**src/rtl/pc_gen.sv**
```systemverilog
// Fetch-stage program-counter generator: sequential advance, stall, redirect,
// call/return via a circular return-address stack, and trap entry/exit.
module pc_gen #(
    parameter int                ADDR_W     = 6,
    parameter int                STEP       = 2,
    parameter logic [ADDR_W-1:0] RESET_ADDR = 6'h00,
    parameter logic [ADDR_W-1:0] TRAP_ADDR  = 6'h30,
    parameter int                RAS_DEPTH  = 4
) (
    input  logic              clk,
    input  logic              resetIn,
    input  logic              enable,
    input  logic              redirect,
    input  logic [ADDR_W-1:0] redirectAddr,
    input  logic              call,
    input  logic              ret,
    input  logic              trap,
    input  logic              trapRet,
    output logic [ADDR_W-1:0] addrOut,
    output logic [ADDR_W-1:0] epcOut,
    output logic              rasEmpty,
    output logic              rasFull,
    output logic              rasOverflow,
    output logic              rasUnderflow
);

    localparam int                PTR_W   = (RAS_DEPTH > 1) ? $clog2(RAS_DEPTH) : 1;
    localparam int                CNT_W   = PTR_W + 1;
    localparam logic [ADDR_W-1:0] STEP_A  = ADDR_W'(STEP);
    localparam logic [CNT_W-1:0]  DEPTH_C = CNT_W'(RAS_DEPTH);
    localparam logic [CNT_W-1:0]  CNT_ONE = CNT_W'(1);
    localparam logic [PTR_W-1:0]  PTR_ONE = PTR_W'(1);

    logic [ADDR_W-1:0] pc_q, pc_d;
    logic [ADDR_W-1:0] epc_q, epc_d;
    logic [PTR_W-1:0]  ptr_q, ptr_d;
    logic [CNT_W-1:0]  cnt_q, cnt_d;
    logic              empty_q, empty_d;
    logic              full_q, full_d;
    logic              ovf_q, ovf_d;
    logic              unf_q, unf_d;
    logic [ADDR_W-1:0] ras_mem_q [RAS_DEPTH];
    logic              push_s;
    logic [ADDR_W-1:0] seq_pc_s;
    logic [PTR_W-1:0]  pop_idx_s;

    // ptr_q is the next free slot; the newest entry sits one below it.
    assign seq_pc_s  = pc_q + STEP_A;
    assign pop_idx_s = ptr_q - PTR_ONE;

    // Next-state selection by fixed priority: trap, trapRet, ret, redirect, advance.
    always_comb begin
        pc_d   = pc_q;
        epc_d  = epc_q;
        ptr_d  = ptr_q;
        cnt_d  = cnt_q;
        ovf_d  = 1'b0;
        unf_d  = 1'b0;
        push_s = 1'b0;
        if (trap) begin
            pc_d  = TRAP_ADDR;
            epc_d = pc_q;
        end else if (enable) begin
            if (trapRet) begin
                pc_d = epc_q;
            end else if (ret) begin
                if (cnt_q != {CNT_W{1'b0}}) begin
                    pc_d  = ras_mem_q[pop_idx_s];
                    ptr_d = pop_idx_s;
                    cnt_d = cnt_q - CNT_ONE;
                end else begin
                    pc_d  = seq_pc_s;
                    unf_d = 1'b1;
                end
            end else if (redirect) begin
                pc_d = redirectAddr;
                if (call) begin
                    push_s = 1'b1;
                    ptr_d  = ptr_q + PTR_ONE;
                    if (cnt_q == DEPTH_C) begin
                        ovf_d = 1'b1;
                    end else begin
                        cnt_d = cnt_q + CNT_ONE;
                    end
                end else begin
                    push_s = 1'b0;
                end
            end else begin
                pc_d = seq_pc_s;
            end
        end else begin
            pc_d = pc_q;
        end
        empty_d = (cnt_d == {CNT_W{1'b0}});
        full_d  = (cnt_d == DEPTH_C);
    end

    // Control and output registers with asynchronous active-low reset.
    always_ff @(posedge clk or negedge resetIn) begin
        if (!resetIn) begin
            pc_q    <= RESET_ADDR;
            epc_q   <= RESET_ADDR;
            ptr_q   <= {PTR_W{1'b0}};
            cnt_q   <= {CNT_W{1'b0}};
            empty_q <= 1'b1;
            full_q  <= 1'b0;
            ovf_q   <= 1'b0;
            unf_q   <= 1'b0;
        end else begin
            pc_q    <= pc_d;
            epc_q   <= epc_d;
            ptr_q   <= ptr_d;
            cnt_q   <= cnt_d;
            empty_q <= empty_d;
            full_q  <= full_d;
            ovf_q   <= ovf_d;
            unf_q   <= unf_d;
        end
    end

    // Return-address storage; contents are meaningless until pushed, so no reset.
    always_ff @(posedge clk) begin
        if (push_s) begin
            ras_mem_q[ptr_q] <= seq_pc_s;
        end
    end

    assign addrOut      = pc_q;
    assign epcOut       = epc_q;
    assign rasEmpty     = empty_q;
    assign rasFull      = full_q;
    assign rasOverflow  = ovf_q;
    assign rasUnderflow = unf_q;

endmodule

```
**config.mk**
```make
export PLATFORM = sky130hd
export DESIGN_NAME = pc_gen
export DESIGN_NICKNAME = d
export VERILOG_FILES = /design/src/rtl/pc_gen.sv
export SDC_FILE = /design/constraint.sdc
export NUM_CORES = 1
export LEC_CHECK = 0
export CORE_ASPECT_RATIO = 0.75
export CORE_UTILIZATION = 46
export CTS_CLUSTER_SIZE = 28
export DETAILED_ROUTE_END_ITERATION = 12
export GPL_TIMING_DRIVEN = 0
export PLACE_DENSITY = 0.69
export SYNTH_ARGS = -nofsm -noshare
export SYNTH_HDL_FRONTEND = slang
export SYNTH_SLANG_ARGS = --single-unit
```
**constraint.sdc**
```tcl
create_clock -name clk -period 3.8 [get_ports clk]
set_input_delay 0.95 -clock clk [delete_from_list [all_inputs] [get_ports clk]]
set_output_delay 0.95 -clock clk [all_outputs]
set_load 0.1 [all_outputs]
```
==> flow_metrics.tcl, run 1 <==
set metrics [dict create \
    setup_ws_ps 834 \
    async_reset_ff_share_pct 46.7 \
    drt-initial-drc-count 104 \
    dp_slack_ps 548 \
    netlist.area_leader.share_pct 32.9 \
    grt_pass1_wl_mm 7.07 \
    slew_viol_final 0 \
    relSlewSlack_pct 34.8 \
    yosys-top-cells-count "edfxtp_1, dfrtp_1, inv_1, ha_1" \
    clkSinkCount 45 \
    first_global_vias 1404 \
    cts_made_buffers 5 \
    syn_area_um2 2190 \
    cts_buffer_depth 2 \
    area_growth_pct 20.2 \
    vias 1460 \
    cts_tree "yes" \
    yosys_warnings 0 \
    io_buffers 28 \
    critPathMaxStageDelay_ps 1120 \
    status "completed" \
    ys_seq_elements 45 \
    place_congestion 0.852 \
    crit_buf_inv 2 \
    die_h_um 61.8 \
    timing.hold.ws_ps 538 \
    yosysTopAreaCell "edfxtp_1" \
    dr.pass1.iters 4 \
    post_synth.cell_area_avg_um2 13.4 \
    synth.most_common_cell "edfxtp_1" \
    internal_power_mw 0.952 \
    finalSetupTns_ps 0 \
    cpMaxStageDelayCell "clkdlybuf4s50_1" \
    final.setup_skew_ps 8.97 \
    grt_overflow 0 \
    hold_buffers 0 \
    p_comb_share_pct 39.9 \
    crit_type "flip-flop to output pin" \
    routedWlPerCell_um 17.2 \
    drc_errors 0 \
    fin_crit_ps 2970 \
    clkTransAtPathRegs_ps 80 \
    synthFlopType "edfxtp_1" \
    setup_violations 0 \
    p_total_mw 1.51 \
    synth-edff-count 24 \
    clock.fmax_mhz 337 \
    postRouteAntennaNets 0 \
    tightestPinTransition_ps 976 \
    grt_antenna_before_repair 0 \
    pwr-share-seq_pct 40.1 \
    antenna_cells 0 \
    ys_types 48 \
    routed_wl_mm 4.41 \
    hpwl_mm 3.25 \
    hold_class "flip-flop to flip-flop" \
    netlist_top_cells_area "edfxtp_1, dfrtp_1, mux4_2" \
    clockRootBuffer "clkbuf_8" \
    drv_cap 0 \
    timing.final.hold_violations 0 \
    power.leakage_nw 1.02 \
    rsz0062_at_grt "no" \
    crit_required_ps 2850 \
    grt_max_degree 22 \
    rows 21 \
    cts_setup_buffers 0 \
    die_w_um 81.7 \
    arrival_ps 2020 \
    critPathLaunchType "flip-flop" \
    final_util_pct 58.3 \
    synthCells 163 \
    fin_crit_sh_pct 78.0 \
    path_max_fanout 7 \
    cp_cell_sequence "buf_4 > clkdlybuf4s50_1" \
    viasPerCell 5.70 \
    clk_latency_ps 290 \
    p_per_area_nw_per_um2 573 \
    switching_power_mw 0.556 \
    io_pins 30 \
    syn_nets 185 \
    nets 220 \
    die_area_um2 5050 \
    ir_worst_vdd_uv 411 \
    core-area_um2 4520 \
    final.fill_count 374 \
    p_sw_share_pct 36.9 \
    yosysSeqAreaShare_pct 56.9 \
    cpLargestDelayFamily "buffers and inverters" \
    start_util_pct 48.5 \
    worstSetupEndpointType "output pin" \
    htree_levels 2 \
    p_clk_share_pct 20.0 \
    grt_usage_pct 19.9 \
    drive_gt1_share_pct 14.6 \
    cts_resized 0 \
]
final timing paths:
| path | start | end | slack (ps) | cells past startpoint |
|---|---|---|---|---|
| setup / recovery | addrOut[0]$_DFFE_PN0P_ | addrOut[0] | 830 | 2 |
| hold / removal | epcOut[5]$_DFFE_PN0P_ | epcOut[5]$_DFFE_PN0P_ | 540 | 1 |
| setup reg to reg | ptr_q[0]$_DFFE_PN0P_ | addrOut[5]$_DFFE_PN0P_ | 1280 | 8 |
| hold reg to reg | epcOut[5]$_DFFE_PN0P_ | epcOut[5]$_DFFE_PN0P_ | 540 | 1 |
| max in group asynchronous | resetIn | ptr_q[1]$_DFFE_PN0P_ | 2010 | 1 |
| min in group asynchronous | resetIn | cnt_q[2]$_DFF_PN0_ | 1190 | 1 |
state kept, by name (all words and copies together) (netlist names):
| register | count |
|---|---|
| ras_mem_q | 24 |
| addrOut | 6 |
| epcOut | 6 |
| cnt_q | 3 |
| ptr_q | 2 |
| rasEmpty | 1 |
| rasFull | 1 |
| rasOverflow | 1 |
| rasUnderflow | 1 |
worst reg2reg max path, delay by kind of cell (launching register included):
family / cells / cell delay, ps
buffers and inverters: 3 / 700
multiplexers: 1 / 380
adder cells (fa/ha/maj): 1 / 290
flip-flops: 1 / 390
AO/OA/AOI/OAI: 3 / 630
cell type report:
cell class	instances	area [um^2]	share of cell area [%]
Clock buffer	8	90.1	3.42
Inverter	9	33.8	1.28
Timing Repair Buffer	28	280	10.6
Multi-Input combinational cell	99	850	32.3
Buffer	10	60.1	2.28
Tap cell	57	71.3	2.71
Sequential cell	45	1250	47.4
layer usage:
metal / track usage (%) / wire length [um]
met1: 27.4 / 2050
met2: 31.1 / 2120
met3: 4.82 / 180
met4: 7.77 / 59
met5: 0 / 0
stage by stage:
step / instance area, um^2 / cells
global route: 2630 / 256
detailed placement: 2540 / 248
finish: 2630 / 256
global placement: 2540 / 248
floorplan: 2190 / 163
CTS: 2630 / 256
cells in the final DEF (no fill, tap or decap), types with 4 or more instances in the layout:
cell and count:
ha_1 8, inv_1 9, clkdlybuf4s50_1 28, mux2_2 6, nor2_1 6, clkbuf_8 6
and2_1 4, mux4_2 6, a211oi_1 5, dfrtp_1 20, xnor2_1 5, nand2_1 5
edfxtp_1 24, clkbuf_1 6, and3_1 6
kinds of logic (layout without fill, tap and decap cells):
| logic type | after synthesis | count (layout) | synth area share, % |
|---|---|---|---|
| AO/OA/AOI/OAI | 33 | 33 | 11.5 |
| adder cells (fa/ha/maj) | 8 | 8 | 4.57 |
| multiplexers | 13 | 13 | 9.71 |
| flip-flops | 45 | 45 | 56.9 |
| buffers and inverters | 19 | 55 | 4.28 |
| AND/OR/NAND/NOR | 39 | 39 | 10.6 |
| XOR/XNOR | 6 | 6 | 2.40 |
power groups by stage:
stage,Sequential [mW],Clock (mW),Combinational [mW]
2_1_floorplan,0.739,0,0.338
6_report,0.605,0.301,0.602
3_5_place_dp,0.616,0,0.606
5_1_grt,0.613,0.327,0.655
3_3_place_gp,0.613,0,0.601
4_1_cts,0.606,0.306,0.610
Note: power is estimated with default switching activity, not from simulation.
==> run 2: changes to the inputs <==
- clock period: 3.8 -> 2.73 ns (I/O delays scaled with it)
==> flow_metrics.tcl, run 2 (synthesis results as in run 1) <==
set metrics [dict create \
    status "completed" \
    critPathMaxStageDelay_ps 1110 \
    crit_cells 1 \
    place_congestion 0.852 \
    drc_errors 0 \
    clkTransAtPathRegs_ps 80 \
    final_util_pct 58.3 \
    clkSinkCount 45 \
    final.fill_count 375 \
    slew_viol_final 0 \
    postRouteAntennaNets 0 \
    die_h_um 61.8 \
    timing.hold.ws_ps 537 \
    hold_class "flip-flop to flip-flop" \
    routedWlPerCell_um 17.3 \
    drv_cap 0 \
    drt-initial-drc-count 77 \
    p_per_area_nw_per_um2 797 \
    critPathLaunchType "flip-flop" \
    ir_worst_vdd_uv 571 \
    nets 219 \
    timing.final.hold_violations 0 \
    power.leakage_nw 1.04 \
    cp-startpoint "rasEmpty$_DFF_PN1_" \
    setup_ws_ps 124 \
    reg2reg_to "addrOut[5]$_DFFE_PN0P_" \
    clock.fmax_mhz 384 \
    cp_cell_sequence "clkdlybuf4s50_1" \
    crit_type "flip-flop to output pin" \
    fin_crit_ps 2610 \
    area_growth_pct 20.3 \
    p_total_mw 2.10 \
    crit_required_ps 2050 \
    largest-register "ras_mem_q" \
    vias 1465 \
    crit_end "rasEmpty" \
    viasPerCell 5.75 \
    hold_buffers 0 \
    io_pins 30 \
    tightestPinTransition_ps 980 \
    arrival_ps 1920 \
    die_w_um 81.7 \
    setup_violations 0 \
    cts_made_buffers 5 \
    core-area_um2 4520 \
    final.setup_skew_ps 7.60 \
    rrSetupSlack_ps 350 \
    seq_area_um2 1250 \
    worst_r2r_path_depth 7 \
    cts_setup_buffers 0 \
    dr.pass1.iters 4 \
    clockRootBuffer "clkbuf_8" \
    rows 21 \
    fin_crit_sh_pct 95.5 \
    largest_reg_flops 24 \
    r2r-start "ptr_q[0]$_DFFE_PN0P_" \
    htree_levels 2 \
    grt_max_degree 22 \
    drive_gt1_share_pct 15.2 \
    cpLargestDelayFamily "buffers and inverters" \
    dp.cells 248 \
    layout_commonest_cell "clkdlybuf4s50_1" \
    worstSetupEndpointType "output pin" \
    die_area_um2 5050 \
    stdcell_count 255 \
    hpwl_mm 3.25 \
    grt_pass1_wl_mm 7.07 \
    cts_tree "yes" \
    grt_overflow 0 \
    grt_usage_pct 19.9 \
    final_area_um2 2640 \
    cts_buffer_depth 2 \
    clk_latency_ps 290 \
    rsz0062_at_grt "no" \
    dp_slack_ps -254 \
    multi_input_area_um2 855 \
    start_util_pct 48.5 \
    first_global_vias 1404 \
    path_max_fanout 1 \
    most-common-layout-cells "clkdlybuf4s50_1, edfxtp_1, dfrtp_1" \
    grt_antenna_before_repair 0 \
    finalSetupTns_ps 0 \
    relSlewSlack_pct 34.5 \
    cpMaxStageDelayCell "clkdlybuf4s50_1" \
    placed_cell_area_um2 2540 \
    routed_wl_mm 4.42 \
    antenna_cells 0 \
    io_buffers 28 \
    crit_buf_inv 1 \
]
-- run 2: cell count changes in the layout (fill, tap and decap cells not counted) --
| cell | previous run | this run |
|---|---|---|
| clkbuf_1 | 6 | 5 |
| clkdlybuf4s50_1 | 28 | 27 |
| nor3_1 | 2 | 1 |
| dlymetal6s2s_1 | 0 | 1 |
| nor3_2 | 0 | 1 |
-- run 2: worst min-delay path by stage --
stage	from	endpoint	cells past startpoint
after floorplan	resetIn	addrOut[0]$_DFFE_PN0P_	0
after global placement	epcOut[5]$_DFFE_PN0P_	epcOut[5]$_DFFE_PN0P_	1
after detailed placement	epcOut[5]$_DFFE_PN0P_	epcOut[5]$_DFFE_PN0P_	1
after CTS	epcOut[5]$_DFFE_PN0P_	epcOut[5]$_DFFE_PN0P_	1
after global routing	epcOut[5]$_DFFE_PN0P_	epcOut[5]$_DFFE_PN0P_	1
final	epcOut[5]$_DFFE_PN0P_	epcOut[5]$_DFFE_PN0P_	1
-- run 2: layout make-up --
| type | count | area share, % |
|---|---|---|
| flip-flops and latches | 45 | 47.3 |
| multi-input cells | 99 | 32.4 |
| repair buffers | 28 | 10.7 |
| clock buffers | 8 | 3.42 |
| well taps | 57 | 2.71 |
| plain buffers | 9 | 2.14 |
| inverters | 9 | 1.28 |
-- run 2: worst reg2reg max path: stages (launching register included) --
cell	delay [ps]
dfrtp_1	390
buf_2	260
inv_1	120
ha_1	480
mux4_2	370
a31o_2	260
a221oi_1	250
o21ai_0	120
-- run 2: layer usage --
metal	routed length, um	vias up	share of wire [%]	GRT usage (%)
met5	0	-	0	0
met2	2110	31	48	31.1
met4	59	0	1.3	7.77
met3	161	7	3.6	4.82
met1	2090	745	47	27.4
li1	-	682	-	-
-- run 2: where the power goes --
part	total, mW	internal, mW	switching, mW
clock network	0.418	0.207	0.211
registers	0.842	0.788	0.0538
logic	0.841	0.332	0.508
-- run 2: timing repair --
action / in CTS / in global routing
resized for setup: 0 / 2
endpoints found under the hold margin: 0 / 0
endpoints found under the setup margin: 0 / 14
